File: src/rtl/axi_mgr_arb_if.sv
// Requester command/response bundle plus the single-beat AXI manager channels of axi_mgr_arb.
// The master modport is the arbiter's view; slave is the requester/subordinate side.
interface axi_mgr_arb_if #(
  parameter int unsigned DATA_WIDTH = 8,
  parameter int unsigned ADDR_WIDTH = 8
);
  logic [1:0]              req_valid;
  logic [1:0]              req_write;
  logic [2*ADDR_WIDTH-1:0] req_addr;
  logic [2*DATA_WIDTH-1:0] req_wdata;
  logic [1:0]              req_ready;
  logic [1:0]              rsp_valid;
  logic [DATA_WIDTH-1:0]   rsp_rdata;
  logic [1:0]              rsp_resp;

  logic [ADDR_WIDTH-1:0]   m_axi_awaddr;
  logic                    m_axi_awvalid;
  logic                    m_axi_awready;
  logic [DATA_WIDTH-1:0]   m_axi_wdata;
  logic                    m_axi_wvalid;
  logic                    m_axi_wready;
  logic                    m_axi_wlast;
  logic [1:0]              m_axi_bresp;
  logic                    m_axi_bvalid;
  logic                    m_axi_bready;
  logic [ADDR_WIDTH-1:0]   m_axi_araddr;
  logic                    m_axi_arvalid;
  logic                    m_axi_arready;
  logic [DATA_WIDTH-1:0]   m_axi_rdata;
  logic                    m_axi_rvalid;
  logic                    m_axi_rready;
  logic                    m_axi_rlast;
  logic [1:0]              m_axi_rresp;

  modport master (
    input  req_valid, req_write, req_addr, req_wdata,
    output req_ready, rsp_valid, rsp_rdata, rsp_resp,
    output m_axi_awaddr, m_axi_awvalid,
    input  m_axi_awready,
    output m_axi_wdata, m_axi_wvalid, m_axi_wlast,
    input  m_axi_wready,
    input  m_axi_bresp, m_axi_bvalid,
    output m_axi_bready,
    output m_axi_araddr, m_axi_arvalid,
    input  m_axi_arready,
    input  m_axi_rdata, m_axi_rvalid, m_axi_rlast, m_axi_rresp,
    output m_axi_rready
  );

  modport slave (
    output req_valid, req_write, req_addr, req_wdata,
    input  req_ready, rsp_valid, rsp_rdata, rsp_resp,
    input  m_axi_awaddr, m_axi_awvalid,
    output m_axi_awready,
    input  m_axi_wdata, m_axi_wvalid, m_axi_wlast,
    output m_axi_wready,
    output m_axi_bresp, m_axi_bvalid,
    input  m_axi_bready,
    input  m_axi_araddr, m_axi_arvalid,
    output m_axi_arready,
    output m_axi_rdata, m_axi_rvalid, m_axi_rlast, m_axi_rresp,
    input  m_axi_rready
  );
endinterface

File: src/rtl/axi_mgr_arb.sv
// Round-robin arbiter for two requesters sharing one single-beat AXI manager port.
// Exactly one transaction is outstanding; a per-transaction timeout aborts with resp 2'b11.
module axi_mgr_arb #(
  parameter int unsigned DATA_WIDTH     = 8,
  parameter int unsigned ADDR_WIDTH     = 8,
  parameter int unsigned TIMEOUT_CYCLES = 255
) (
  input logic           s_axi_clk,
  input logic           s_axi_resetn,
  axi_mgr_arb_if.master bus
);

  localparam int unsigned CntW = (TIMEOUT_CYCLES > 2) ? $clog2(TIMEOUT_CYCLES) : 1;
  localparam logic [CntW-1:0] TmoLast =
      (TIMEOUT_CYCLES == 0) ? '0 : CntW'(TIMEOUT_CYCLES - 1);

  typedef enum logic [2:0] {
    StIdle,
    StWrAddr,
    StWrResp,
    StRdAddr,
    StRdData
  } state_e;

  state_e                r_state;
  state_e                w_state_nxt;
  logic [ADDR_WIDTH-1:0] r_addr;
  logic [DATA_WIDTH-1:0] r_wdata;
  logic                  r_owner;
  logic                  r_last_grant;
  logic                  r_aw_done;
  logic                  r_w_done;
  logic                  r_b_done;
  logic [1:0]            r_bresp;
  logic [CntW-1:0]       r_tmo_cnt;
  logic [1:0]            r_rsp_valid;
  logic [DATA_WIDTH-1:0] r_rsp_rdata;
  logic [1:0]            r_rsp_resp;

  logic                  w_grant_vld;
  logic                  w_grant;
  logic                  w_accept;
  logic                  w_tmo;
  logic                  w_awvalid;
  logic                  w_wvalid;
  logic                  w_bready;
  logic                  w_arvalid;
  logic                  w_rready;
  logic                  w_aw_hs;
  logic                  w_w_hs;
  logic                  w_b_hs;
  logic                  w_ar_hs;
  logic                  w_r_hs;
  logic                  w_aw_done;
  logic                  w_w_done;
  logic                  w_b_done;
  logic [1:0]            w_bresp;
  logic                  w_finish;
  logic                  w_load_rdata;
  logic [1:0]            w_rsp_code;
  logic                  w_unused;

  // rlast carries no information for single-beat reads.
  assign w_unused = bus.m_axi_rlast;

  // Arbitration: a lone requester wins outright; on contention the one not granted last wins.
  always_comb begin
    w_grant_vld = 1'b0;
    w_grant     = 1'b0;
    unique case (bus.req_valid)
      2'b00: ;
      2'b01: w_grant_vld = 1'b1;
      2'b10: begin
        w_grant_vld = 1'b1;
        w_grant     = 1'b1;
      end
      2'b11: begin
        w_grant_vld = 1'b1;
        w_grant     = ~r_last_grant;
      end
    endcase
  end

  assign w_accept      = (r_state == StIdle) && w_grant_vld;
  assign bus.req_ready = (w_accept && s_axi_resetn) ? (w_grant ? 2'b10 : 2'b01) : 2'b00;

  // AW and W retire independently; B is accepted throughout the write.
  assign w_awvalid = (r_state == StWrAddr) && !r_aw_done;
  assign w_wvalid  = (r_state == StWrAddr) && !r_w_done;
  assign w_bready  = (r_state == StWrAddr) || (r_state == StWrResp);
  assign w_arvalid = (r_state == StRdAddr);
  assign w_rready  = (r_state == StRdAddr) || (r_state == StRdData);

  assign w_aw_hs = w_awvalid && bus.m_axi_awready;
  assign w_w_hs  = w_wvalid && bus.m_axi_wready;
  assign w_b_hs  = w_bready && bus.m_axi_bvalid;
  assign w_ar_hs = w_arvalid && bus.m_axi_arready;
  assign w_r_hs  = w_rready && bus.m_axi_rvalid;

  assign w_aw_done = r_aw_done || w_aw_hs;
  assign w_w_done  = r_w_done || w_w_hs;
  assign w_b_done  = r_b_done || w_b_hs;
  assign w_bresp   = r_b_done ? r_bresp : bus.m_axi_bresp;

  assign w_tmo = (TIMEOUT_CYCLES != 0) && (r_state != StIdle) && (r_tmo_cnt == TmoLast);

  assign bus.m_axi_awaddr  = r_addr;
  assign bus.m_axi_awvalid = w_awvalid;
  assign bus.m_axi_wdata   = r_wdata;
  assign bus.m_axi_wvalid  = w_wvalid;
  assign bus.m_axi_wlast   = w_wvalid;
  assign bus.m_axi_bready  = w_bready;
  assign bus.m_axi_araddr  = r_addr;
  assign bus.m_axi_arvalid = w_arvalid;
  assign bus.m_axi_rready  = w_rready;

  assign bus.rsp_valid = r_rsp_valid;
  assign bus.rsp_rdata = r_rsp_rdata;
  assign bus.rsp_resp  = r_rsp_resp;

  // Normal completion is checked before the timeout so a same-cycle response wins.
  always_comb begin
    w_state_nxt  = r_state;
    w_finish     = 1'b0;
    w_load_rdata = 1'b0;
    w_rsp_code   = 2'b00;
    unique case (r_state)
      StIdle: begin
        if (w_accept) begin
          w_state_nxt = bus.req_write[w_grant] ? StWrAddr : StRdAddr;
        end
      end
      StWrAddr: begin
        if (w_aw_done && w_w_done && w_b_done) begin
          w_finish    = 1'b1;
          w_rsp_code  = w_bresp;
          w_state_nxt = StIdle;
        end else if (w_tmo) begin
          w_finish    = 1'b1;
          w_rsp_code  = 2'b11;
          w_state_nxt = StIdle;
        end else if (w_aw_done && w_w_done) begin
          w_state_nxt = StWrResp;
        end
      end
      StWrResp: begin
        if (w_b_hs) begin
          w_finish    = 1'b1;
          w_rsp_code  = bus.m_axi_bresp;
          w_state_nxt = StIdle;
        end else if (w_tmo) begin
          w_finish    = 1'b1;
          w_rsp_code  = 2'b11;
          w_state_nxt = StIdle;
        end
      end
      StRdAddr: begin
        if (w_r_hs) begin
          w_finish     = 1'b1;
          w_load_rdata = 1'b1;
          w_rsp_code   = bus.m_axi_rresp;
          w_state_nxt  = StIdle;
        end else if (w_tmo) begin
          w_finish    = 1'b1;
          w_rsp_code  = 2'b11;
          w_state_nxt = StIdle;
        end else if (w_ar_hs) begin
          w_state_nxt = StRdData;
        end
      end
      StRdData: begin
        if (w_r_hs) begin
          w_finish     = 1'b1;
          w_load_rdata = 1'b1;
          w_rsp_code   = bus.m_axi_rresp;
          w_state_nxt  = StIdle;
        end else if (w_tmo) begin
          w_finish    = 1'b1;
          w_rsp_code  = 2'b11;
          w_state_nxt = StIdle;
        end
      end
      default: w_state_nxt = StIdle;
    endcase
  end

  always_ff @(posedge s_axi_clk or negedge s_axi_resetn) begin
    if (!s_axi_resetn) begin
      r_state      <= StIdle;
      r_addr       <= '0;
      r_wdata      <= '0;
      r_owner      <= 1'b0;
      r_last_grant <= 1'b1;
      r_aw_done    <= 1'b0;
      r_w_done     <= 1'b0;
      r_b_done     <= 1'b0;
      r_bresp      <= 2'b00;
      r_tmo_cnt    <= '0;
      r_rsp_valid  <= 2'b00;
      r_rsp_rdata  <= '0;
      r_rsp_resp   <= 2'b00;
    end else begin
      r_state     <= w_state_nxt;
      r_rsp_valid <= 2'b00;
      if (w_accept) begin
        r_addr       <= w_grant ? bus.req_addr[2*ADDR_WIDTH-1:ADDR_WIDTH]
                                : bus.req_addr[ADDR_WIDTH-1:0];
        r_wdata      <= w_grant ? bus.req_wdata[2*DATA_WIDTH-1:DATA_WIDTH]
                                : bus.req_wdata[DATA_WIDTH-1:0];
        r_owner      <= w_grant;
        r_last_grant <= w_grant;
        r_aw_done    <= 1'b0;
        r_w_done     <= 1'b0;
        r_b_done     <= 1'b0;
        r_tmo_cnt    <= '0;
      end else if (r_state != StIdle) begin
        r_tmo_cnt <= r_tmo_cnt + CntW'(1);
      end
      if (w_aw_hs) begin
        r_aw_done <= 1'b1;
      end
      if (w_w_hs) begin
        r_w_done <= 1'b1;
      end
      // An early B (before both AW and W retire) is parked until the write can close.
      if (w_b_hs && (r_state == StWrAddr)) begin
        r_b_done <= 1'b1;
        r_bresp  <= bus.m_axi_bresp;
      end
      if (w_finish) begin
        r_rsp_valid <= r_owner ? 2'b10 : 2'b01;
        r_rsp_resp  <= w_rsp_code;
      end
      if (w_load_rdata) begin
        r_rsp_rdata <= bus.m_axi_rdata;
      end
    end
  end

endmodule

File: src/flat_wrapper.sv
// flat-port wrapper written by rule: the top's interface ports become plain ports
module axi_mgr_arb_flat 
#(
  parameter int unsigned DATA_WIDTH     = 8,
  parameter int unsigned ADDR_WIDTH     = 8,
  parameter int unsigned TIMEOUT_CYCLES = 255
)
  (s_axi_clk, s_axi_resetn, bus_req_valid, bus_req_write, bus_req_addr, bus_req_wdata, bus_req_ready, bus_rsp_valid, bus_rsp_rdata, bus_rsp_resp, bus_m_axi_awaddr, bus_m_axi_awvalid, bus_m_axi_awready, bus_m_axi_wdata, bus_m_axi_wvalid, bus_m_axi_wlast, bus_m_axi_wready, bus_m_axi_bresp, bus_m_axi_bvalid, bus_m_axi_bready, bus_m_axi_araddr, bus_m_axi_arvalid, bus_m_axi_arready, bus_m_axi_rdata, bus_m_axi_rvalid, bus_m_axi_rlast, bus_m_axi_rresp, bus_m_axi_rready);
  axi_mgr_arb_if #(.DATA_WIDTH(DATA_WIDTH), .ADDR_WIDTH(ADDR_WIDTH)) bus_i ();
  input logic s_axi_clk;
  input logic s_axi_resetn;
  input wire logic [$bits(bus_i.req_valid)-1:0] bus_req_valid;
  input wire logic [$bits(bus_i.req_write)-1:0] bus_req_write;
  input wire logic [$bits(bus_i.req_addr)-1:0] bus_req_addr;
  input wire logic [$bits(bus_i.req_wdata)-1:0] bus_req_wdata;
  output wire logic [$bits(bus_i.req_ready)-1:0] bus_req_ready;
  output wire logic [$bits(bus_i.rsp_valid)-1:0] bus_rsp_valid;
  output wire logic [$bits(bus_i.rsp_rdata)-1:0] bus_rsp_rdata;
  output wire logic [$bits(bus_i.rsp_resp)-1:0] bus_rsp_resp;
  output wire logic [$bits(bus_i.m_axi_awaddr)-1:0] bus_m_axi_awaddr;
  output wire logic [$bits(bus_i.m_axi_awvalid)-1:0] bus_m_axi_awvalid;
  input wire logic [$bits(bus_i.m_axi_awready)-1:0] bus_m_axi_awready;
  output wire logic [$bits(bus_i.m_axi_wdata)-1:0] bus_m_axi_wdata;
  output wire logic [$bits(bus_i.m_axi_wvalid)-1:0] bus_m_axi_wvalid;
  output wire logic [$bits(bus_i.m_axi_wlast)-1:0] bus_m_axi_wlast;
  input wire logic [$bits(bus_i.m_axi_wready)-1:0] bus_m_axi_wready;
  input wire logic [$bits(bus_i.m_axi_bresp)-1:0] bus_m_axi_bresp;
  input wire logic [$bits(bus_i.m_axi_bvalid)-1:0] bus_m_axi_bvalid;
  output wire logic [$bits(bus_i.m_axi_bready)-1:0] bus_m_axi_bready;
  output wire logic [$bits(bus_i.m_axi_araddr)-1:0] bus_m_axi_araddr;
  output wire logic [$bits(bus_i.m_axi_arvalid)-1:0] bus_m_axi_arvalid;
  input wire logic [$bits(bus_i.m_axi_arready)-1:0] bus_m_axi_arready;
  input wire logic [$bits(bus_i.m_axi_rdata)-1:0] bus_m_axi_rdata;
  input wire logic [$bits(bus_i.m_axi_rvalid)-1:0] bus_m_axi_rvalid;
  input wire logic [$bits(bus_i.m_axi_rlast)-1:0] bus_m_axi_rlast;
  input wire logic [$bits(bus_i.m_axi_rresp)-1:0] bus_m_axi_rresp;
  output wire logic [$bits(bus_i.m_axi_rready)-1:0] bus_m_axi_rready;
  assign bus_i.req_valid = bus_req_valid;
  assign bus_i.req_write = bus_req_write;
  assign bus_i.req_addr = bus_req_addr;
  assign bus_i.req_wdata = bus_req_wdata;
  assign bus_req_ready = bus_i.req_ready;
  assign bus_rsp_valid = bus_i.rsp_valid;
  assign bus_rsp_rdata = bus_i.rsp_rdata;
  assign bus_rsp_resp = bus_i.rsp_resp;
  assign bus_m_axi_awaddr = bus_i.m_axi_awaddr;
  assign bus_m_axi_awvalid = bus_i.m_axi_awvalid;
  assign bus_i.m_axi_awready = bus_m_axi_awready;
  assign bus_m_axi_wdata = bus_i.m_axi_wdata;
  assign bus_m_axi_wvalid = bus_i.m_axi_wvalid;
  assign bus_m_axi_wlast = bus_i.m_axi_wlast;
  assign bus_i.m_axi_wready = bus_m_axi_wready;
  assign bus_i.m_axi_bresp = bus_m_axi_bresp;
  assign bus_i.m_axi_bvalid = bus_m_axi_bvalid;
  assign bus_m_axi_bready = bus_i.m_axi_bready;
  assign bus_m_axi_araddr = bus_i.m_axi_araddr;
  assign bus_m_axi_arvalid = bus_i.m_axi_arvalid;
  assign bus_i.m_axi_arready = bus_m_axi_arready;
  assign bus_i.m_axi_rdata = bus_m_axi_rdata;
  assign bus_i.m_axi_rvalid = bus_m_axi_rvalid;
  assign bus_i.m_axi_rlast = bus_m_axi_rlast;
  assign bus_i.m_axi_rresp = bus_m_axi_rresp;
  assign bus_m_axi_rready = bus_i.m_axi_rready;
  axi_mgr_arb #(.DATA_WIDTH(DATA_WIDTH), .ADDR_WIDTH(ADDR_WIDTH), .TIMEOUT_CYCLES(TIMEOUT_CYCLES)) u_core (.s_axi_clk(s_axi_clk), .s_axi_resetn(s_axi_resetn), .bus(bus_i));
endmodule
File: config.mk
export PLATFORM = sky130hd
export DESIGN_NAME = axi_mgr_arb_flat
export DESIGN_NICKNAME = d
export VERILOG_FILES = /design/src/rtl/axi_mgr_arb_if.sv /design/src/rtl/axi_mgr_arb.sv /design/src/flat_wrapper.sv
export SDC_FILE = /design/constraint.sdc
export NUM_CORES = 1
export LEC_CHECK = 0
export BUFFER_PORTS_ARGS = -buffer_cell sky130_fd_sc_hd__buf_2
export CAP_MARGIN = 20
export CORE_ASPECT_RATIO = 1.5
export CORE_MARGIN = 2
export CORE_UTILIZATION = 43
export CTS_CLUSTER_DIAMETER = 40
export DETAILED_ROUTE_END_ITERATION = 8
export MAX_ROUTING_LAYER = met4
export PLACE_DENSITY = 0.84
export SYNTH_ARGS = -nofsm -noshare
export SYNTH_HDL_FRONTEND = slang
export SYNTH_SLANG_ARGS = --single-unit
File: constraint.sdc
create_clock -name s_axi_clk -period 1.9 [get_ports s_axi_clk]
set_clock_uncertainty 0.2 [all_clocks]
set_input_delay 0.19 -clock s_axi_clk [delete_from_list [all_inputs] [get_ports s_axi_clk]]
set_output_delay 0.19 -clock s_axi_clk [all_outputs]
set_load 0.005 [all_outputs]
# [After elaboration in Yosys (flattened, before gate mapping)]
# Index checks and enable logic that the tools add are counted.
[classes] mux=41 n_bitwise=1 n_reduce_logical=29 eq_ne=11 addsub=1 magnitude_cmp=1
[ops] operator="two-way mux 8 bit" count=4
[ops] operator="two-way mux 3 bit" count=10
[ops] operator="two-way mux 2 bit" count=10
[ops] operator="one-hot mux 3 bit (5 select lines)" count=1
[ops] operator="logical AND 1 bit" count=13
[ops] operator="two-way mux 1 bit" count=13
[ops] operator="adder 8 x 1 -> 8 bit, second input constant" count=1
[ops] operator="== test 8 bit, second input constant" count=1
[ops] operator="!= test 4 x 3 -> 1 bit, second input constant" count=2
[ops] operator="nonzero test 2 bit" count=4
[ops] operator="== test 3 x 2 -> 1 bit, second input constant" count=2
[ops] operator="one-hot mux 2 bit (3 select lines)" count=1
[ops] operator="logical OR 1 bit" count=5
[ops] operator="== test 2 bit, second input constant" count=2
[ops] operator="== test 3 x 1 -> 1 bit, second input constant" count=1
[ops] operator="== test 3 bit, second input constant" count=1
[ops] operator="logical NOT 3 bit" count=1
[ops] operator="one-hot mux 1 bit (3 select lines)" count=1
[ops] operator="AND reduction 3 bit" count=1
[ops] operator="nonzero test 3 bit" count=1
[ops] operator="OR reduction 3 bit" count=1
[ops] operator="== test 2 x 1 -> 1 bit, second input constant" count=1
[ops] operator="logical NOT 1 bit" count=2
[ops] operator="less-than comparator 1 x 2 -> 1 bit, second input constant" count=1
[ops] operator="other kinds (4)" count=4
[totals] out_inout_bits=44 regBits=46 in_bits=56 word_cells=97

# [Longest topological paths before layout]
# Gate-level depths: netlist (run 1).
[depth] word_depth=9 mapped_depth=7

# [Worst setup path before layout (run 1)]
# No wires, ideal clock.
[synth_timing] path_kind="reg2reg" start="register u_core.r_state[0]" end="register u_core.r_rsp_resp[0] (netlist: u_core.bus.rsp_resp[0])" t_required_ns=1.575 stages_incl_launch_ff=8 n_path_buf=2 arrival_time_ns=1.777 slack_ns=-0.202 period_less_slack_ns=2.102 path_cell_list="dfrtp_1 > buf_6 > or3b_4 > a21boi_2 > buf_6 > nor2_2 > o211ai_2 > mux2_2"
[synth_between] elab_chain_cells=8 word_cells_on_any_way=30
[synth_lines] item="from (decl)" line="axi_mgr_arb.sv:25" text="state_e r_state;"
[synth_lines] item="from (signal assigned)" line="axi_mgr_arb.sv:189" text="r_state <= StIdle;"
[synth_lines] item="from (signal assigned)" line="axi_mgr_arb.sv:203" text="r_state <= w_state_nxt;"
[synth_lines] item="== test 3 x 1 -> 1 bit"
[synth_lines] item="logical AND 1 bit, on equally long branches" line="axi_mgr_arb.sv:88, axi_mgr_arb.sv:89"
[synth_lines] item="logical AND 1 bit, on equally long branches" line="axi_mgr_arb.sv:94, axi_mgr_arb.sv:95"
[synth_lines] item="logical OR 1 bit, on equally long branches" line="axi_mgr_arb.sv:100, axi_mgr_arb.sv:101"
[synth_lines] item="logical AND 1 bit (2 in series)" line="axi_mgr_arb.sv:134" text="if (w_aw_done && w_w_done && w_b_done) begin"
[synth_lines] item="two-way mux 2 bit or two-way mux 1 bit (tied branches)" line="axi_mgr_arb.sv:134"
[synth_lines] item="one-hot mux 2 bit (3 select lines) or one-hot mux 1 bit (3 select lines) (tied branches)" line="axi_mgr_arb.sv:127" text="unique case (r_state)"
[synth_lines] item="to (signal assigned)" line="axi_mgr_arb.sv:232" text="r_rsp_resp <= w_rsp_code;"
[synth_lines] item="to (decl)" line="axi_mgr_arb.sv:38" text="logic [1:0] r_rsp_resp;"
# Parallel ways exist; a longest one is shown, timed or not.
# A chain may end at the register's enable or synchronous reset.

# [Worst setup path in the final report (run 1)]
[layout_timing] start="register u_core.r_state[2]" end="register u_core.r_rsp_resp[1] (netlist: u_core.bus.rsp_resp[1])"
# The elaborated chain is that of the path after synthesis.

==> results.yml, run 1 <==
route:
  drc: 0
  vias: 2326
  drt_iter0_markers: 116
  viasPerCell: 5.18
  ant_nets: 0
  wl_um: 6650
  wl_per_cell_um: 14.8
  first_pass_iters: 4
placed_design:
  portBuffers: 98
  post_dp_cell_area_mm2: 0.00303
  placed_cells: 404
  dp_hpwl_um: 4480
  routabilityCongestion: 0.887
timing:
  period_minus_slack_ps: 2040
  setup_slack_ps: -141
  setup_violations: 14
  worst_slew_pin_slew_ps: 416
  rsz0062_at_grt: "yes"
  hold_viol: 0
  fmax_mhz: 490
  drv_slew: 0
  min_period_over_period_pct: 107
  slew_headroom_pct: 72.3
synthesis:
  yosysMostFrequentCell: "dfrtp_1"
  synth_commonest_cells: "dfrtp_1 (45), nand2_1 (27), o21ai_0 (25)"
  synth_edf_count: 0
  syn_avg_cell_area_um2: 10.2
  synth_top_area_cell: "dfrtp_1"
  synthTopCellsByArea: "dfrtp_1 (48%), mux2i_1 (7.7%), mux2_2 (6.7%), o21ai_0 (5.3%), nand2_1 (4.3%)"
  yosysUniqueCellTypes: 44
  yosys_register_bits: 46
  ys.flop_type: "dfrtp_1"
  netlist_area_mm2: 0.00235
  synth_top_area_share_pct: 47.8
  ys_seq_area_share_pct: 49.0
  synthArstFlopShare_pct: 100
  netlist_instances: 230
  syn-num-nets: 288
  ys_warn_count: 0
pwr:
  switching_power_uw: 1930
  p_seq_share_pct: 34.3
  p_comb_share_pct: 53.6
  clkPwrFrac_pct: 12.2
  ir_drop_mv: 0.800
  p_sw_share_pct: 38.2
  p_per_area_mw_per_mm2: 1390
  leakage_uw: 0.00179
  intPower_uw: 3130
run_status:
  failed_checks: "negative setup slack"
  status: "finished with violations"
setup_path:
  max_stage_delay_ps: 440
  crit_path_cell_trace: "or3b_4, a21boi_4, buf_6, a32o_1, a311o_1, mux2_2"
  cpLargestDelayFamily: "compound AO/OA/AOI/OAI gates"
  crit_path_top_delay_cell: "dfrtp_1"
  worst_setup_path_start_kind: "register"
  worstPathArrival_ps: 2040
  path_max_fanout: 10
  worst-path-buf-inv: 1
  crit_type: "reg -> reg"
  endpoint_kind: "register"
  crit_required_ps: 1900
floorplan:
  ios: 100
  fp.coreArea_mm2: 0.00537
  initial_core_util_pct: 43.8
  rows: 33
  die-area_mm2: 0.00609
  die_w_um: 64.4
  fp.dieH_um: 94.6
clock_tree:
  clockRootBuffer: "clkbuf_8"
  numCtsBuffers: 5
  path_clk_slew_ps: 100
  cts_tree: "done"
  clock_latency_ps: 300
  cts_sinks: 46
  cts.path.max_buffers: 2
  h-tree-depth: 2
finish:
  synthToLayoutAreaGrowth_pct: 54.4
  nNetsFinal: 436
  final_cells: 449
  drive_above_1_share_pct: 48.5
  finalInstanceArea_mm2: 0.00363
  antenna_cells: 0
grt:
  grt.total_usage_pct: 21.7
  grt_first_pass_wirelength_um: 9980
  antenna_found_initial: 0
  grt_max_degree: 36
  grt_pass1_vias: 2264
  gr-total-overflow: 0
job:
  cap_violations: 0
worst_hold_path:
  hold_class: "in -> reg"
==> power by group through the flow <==
| stage | logic [uW] | registers (uW) | clock network, uW |
|---|---|---|---|
| final | 2710 | 1740 | 616 |
| after global routing | 2960 | 1790 | 673 |
| after CTS | 2480 | 1710 | 622 |
| after detailed placement | 2310 | 1720 | 0 |
| after global placement | 2220 | 1700 | 0 |
| after floorplan | 1320 | 1710 | 0 |
==> placed cells by master (no fill, tap or decap), types with 3 or more instances in the layout <==
cell type / instances
buf_2: 99
dfrtp_1: 44
dlygate4sd3_1: 30
nand2_1: 27
buf_4: 25
o21ai_0: 19
mux2i_1: 18
mux2_2: 14
nor2_1: 11
a21oi_1: 9
nand3_1: 8
buf_6: 7
clkbuf_8: 5
nor2b_1: 4
o21ai_2: 3
nor2_4: 3
o21ai_1: 3
==> tightest hold or removal path, cell delays in order <==
cell and delay [ps]:
buf_2 70, mux2i_1 50, o21ai_0 150
==> per-layer routing <==
layer | vias to the layer above | GRT usage [%] | share of wire [%]
met4 | 0 | 7.27 | 2.3
li1 | 1102 | - | -
met5 | - | - | 0
met1 | 1123 | 23.3 | 36
met3 | 16 | 3.22 | 4.6
met2 | 85 | 40.4 | 57
==> layout make-up <==
type | count | area [um2]
sequential | 46 | 1150
timing repair buffer | 162 | 1080
inverter | 2 | 7.51
clock inverter | 3 | 23.8
multi-input combinational | 161 | 1210
tap | 70 | 87.6
fill | 397 | 1730
clock buffer | 5 | 68.8
==> path summary, 6_finish.rpt <==
kind | from | end | slack (ps) | cells after the start
max | u_core.r_state[2] | u_core.bus.rsp_resp[1] | -140 | 6
min | bus_req_wdata[2] | u_core.bus.m_axi_wdata[2] | 2 | 3
max reg2reg | u_core.r_state[2] | u_core.bus.rsp_resp[1] | -140 | 6
min reg2reg | u_core.r_owner | u_core.bus.rsp_valid[0] | 280 | 1
max in group asynchronous | s_axi_resetn | u_core.r_tmo_cnt[0] | 690 | 3
min in group asynchronous | s_axi_resetn | u_core.r_tmo_cnt[4] | 100 | 2
==> timing repair <==
| item | in CTS | in global routing |
|---|---|---|
| resized for setup | 6 | 34 |
| buffers inserted | 3 | 3 |
| pin swaps | 1 | 5 |
| endpoints found under the hold margin | 32 | 0 |
| cloned | 0 | 1 |
| hold buffers | 30 | 0 |
| setup endpoints to repair | 17 | 25 |
==> metrics by stage <==
step           hold slack (ps)  util, %  worst slack [ps]  setup TNS (ps)  power (uW)
3_5_place_dp              -110     56.4             -62.3            -260        4030
3_3_place_gp              -107     56.4             -45.7            -122        3910
2_1_floorplan             -306        -              -188            -376        3040
4_1_cts                  0.987     64.7             -80.9            -291        4820
6_report                  1.72     67.7              -141            -434        5060
5_1_grt                   6.10     67.7              -187           -1240        5430
==> registers in the layout, summed over array words and instances (netlist names), 2 cells and up <==
signal and count:
u_core.bus.m_axi_araddr 8, u_core.r_tmo_cnt 8, u_core.r_bresp 2, u_core.r_state 3, u_core.bus.m_axi_wdata 8, u_core.bus.rsp_valid 2, u_core.bus.rsp_resp 2, u_core.bus.rsp_rdata 8
==> cells by family (layout without fill, tap and decap cells) <==
logic type               after synthesis  in the layout  synth area share (%)
flip-flops                            46             46                  49.0
AND/OR/NAND/NOR                       73             73                  15.3
multiplexers                          32             32                  14.4
XOR/XNOR                               1              1                 0.372
adder cells (fa/ha/maj)                2              2                  1.06
AO/OA/AOI/OAI                         53             53                  14.0
buffers and inverters                 23            172                  5.95
(Power assumes the default switching activity.)
==> run 2: changes to the inputs <==
CORE_UTILIZATION = 45   (was 43)
clock period = 2.5 ns   (was 1.9 ns; I/O delays follow)
==> run 2 against run 1 <==
The run now ends clean. Sequential share of layout area grew 5.9 points. Routed wire length shrank 17%. Critical path depth shrank 1.
==> results.yml, run 2 (same netlist as run 1, synthesis figures left out) <==
timing:
  slew_headroom_pct: 61.1
  drv_slew: 0
  worst_slew_pin_slew_ps: 583
  fmax_mhz: 458
  setup_violations: 0
  period_minus_slack_ps: 2180
  hold_viol: 0
  finalSetupTns_ps: 0
  rsz0062_at_grt: "no"
  min_period_over_period_pct: 87.3
placed_design:
  portBuffers: 98
  post_dp_cell_area_mm2: 0.00286
  dp_hpwl_um: 4090
  routabilityCongestion: 0.865
clock_tree:
  path_clk_slew_ps: 90
  clock_latency_ps: 290
  clockRootBuffer: "clkbuf_8"
  cts_tree: "done"
  cts.path.max_buffers: 2
  cts_sinks: 46
  numCtsBuffers: 5
  h-tree-depth: 2
  post_cts_buffers: 0
setup_path:
  endpoint_kind: "register"
  cpLargestDelayFamily: "simple AND/OR/NAND/NOR gates"
  max_stage_delay_ps: 540
  worstPathArrival_ps: 2170
  crit_required_ps: 2490
  crit_path_top_delay_cell: "dfrtp_1"
  path_max_fanout: 12
  worst_setup_path_start_kind: "register"
  crit_path_cell_trace: "or3_1, and3_2, nor2_2, o211ai_2, mux2_2"
  worst-path-buf-inv: 0
  crit_type: "reg -> reg"
run_status:
  status: "complete, no violations"
pwr:
  ir_drop_mv: 0.503
  p_seq_share_pct: 40.8
  finalPower_uw: 3300
  switching_power_uw: 1270
  p_comb_share_pct: 45.3
  p_sw_share_pct: 38.6
  p_per_area_mw_per_mm2: 1080
  leakage_uw: 0.00153
  intPower_uw: 2030
  clkPwrFrac_pct: 13.9
finish:
  finalInstanceArea_mm2: 0.00306
  antenna_cells: 0
  fillers: 455
  drive_above_1_share_pct: 41.9
  synthToLayoutAreaGrowth_pct: 30.1
  nNetsFinal: 389
  final_common_cell: "buf_2"
  layout_common_cells: "buf_2 (98), dfrtp_1 (45), nand2_1 (27)"
  fin_util_pct: 60.2
worst_hold_path:
  hold_class: "in -> reg"
route:
  viasPerCell: 5.13
  wl_per_cell_um: 13.9
  vias: 2051
  drc: 0
  ant_nets: 0
  first_pass_iters: 4
  drt_iter0_markers: 94
  wl_um: 5550
grt:
  antenna_found_initial: 0
  grt_first_pass_wirelength_um: 9200
  gr-total-overflow: 0
  grt_max_degree: 47
  grt_pass1_vias: 2006
  grt.total_usage_pct: 20.2
floorplan:
  fp.coreArea_mm2: 0.00508
  fp.dieH_um: 92.6
  rows: 32
  die-area_mm2: 0.00584
  ios: 100
  die_w_um: 63.1
  initial_core_util_pct: 46.3
job:
  cap_violations: 0
==> run 2: cell count changes in the layout (fill, tap and decap cells not counted), moves of 5 or more <==
cell,previous run,this run
buf_4,25,7
dlygate4sd3_1,30,10
buf_6,7,0
o21ai_0,19,24
==> run 2: path summary, 6_finish.rpt <==
kind / slack (ps) / to / startpoint / cells past startpoint
hold reg to reg: 250 / u_core.bus.rsp_valid[0] / u_core.r_owner / 1
max in group asynchronous: 1240 / u_core.bus.m_axi_araddr[1] / s_axi_resetn / 3
hold / removal: 8 / u_core.r_w_done / bus_m_axi_wready / 3
setup reg to reg: 320 / u_core.bus.rsp_resp[1] / u_core.r_state[2] / 5
setup / recovery: 320 / u_core.bus.rsp_resp[1] / u_core.r_state[2] / 5
min in group asynchronous: 460 / u_core.bus.m_axi_wdata[6] / s_axi_resetn / 3
==> run 2: layer usage <==
| metal | vias up | share of wire, % | wire, um | GRT usage, % |
|---|---|---|---|---|
| met5 | - | 0 | 0 | - |
| li1 | 1009 | - | - | - |
| met1 | 969 | 40 | 2200 | 24.3 |
| met4 | 0 | 0.87 | 48 | 5.74 |
| met2 | 69 | 55 | 3060 | 35.1 |
| met3 | 4 | 4.2 | 234 | 2.79 |
==> run 2: what timing repair did <==
action,CTS,global route
resized for setup,0,2
hold buffers,10,0
endpoints found under the setup margin,0,1
endpoints found under the hold margin,54,0
==> run 2: cell type report <==
cell class | instances | area (um2) | area share, %
Multi-Input combinational cell | 161 | 1080 | 35.3
Sequential cell | 46 | 1150 | 37.6
Tap cell | 68 | 85.1 | 2.78
Inverter | 2 | 7.51 | 0.245
Timing Repair Buffer | 115 | 643 | 21.0
Clock inverter | 3 | 23.8 | 0.776
Clock buffer | 5 | 68.8 | 2.25
==> run 2: worst min-delay path: stages <==
cell and delay, ps:
buf_2 90, a21oi_1 50, nor2_1 70
==> run 2: power groups by stage <==
stage / Sequential [uW] / Clock [uW] / Combinational [uW]
2_1_floorplan: 1300 / 0 / 1000
3_3_place_gp: 1330 / 0 / 1430
3_5_place_dp: 1340 / 0 / 1480
4_1_cts: 1330 / 470 / 1490
5_1_grt: 1390 / 506 / 1690
6_report: 1340 / 459 / 1490
==> run 2: per-stage QoR <==
| step | hold WS, ps | worst slack [ps] | instances |
|---|---|---|---|
| floorplan | -246 | 398 | 230 |
| global placement | 234 | 369 | 382 |
| detailed placement | 240 | 336 | 382 |
| CTS | 4.79 | 195 | 400 |
| global route | 18.8 | 138 | 400 |
| finish | 8.41 | 317 | 400 |
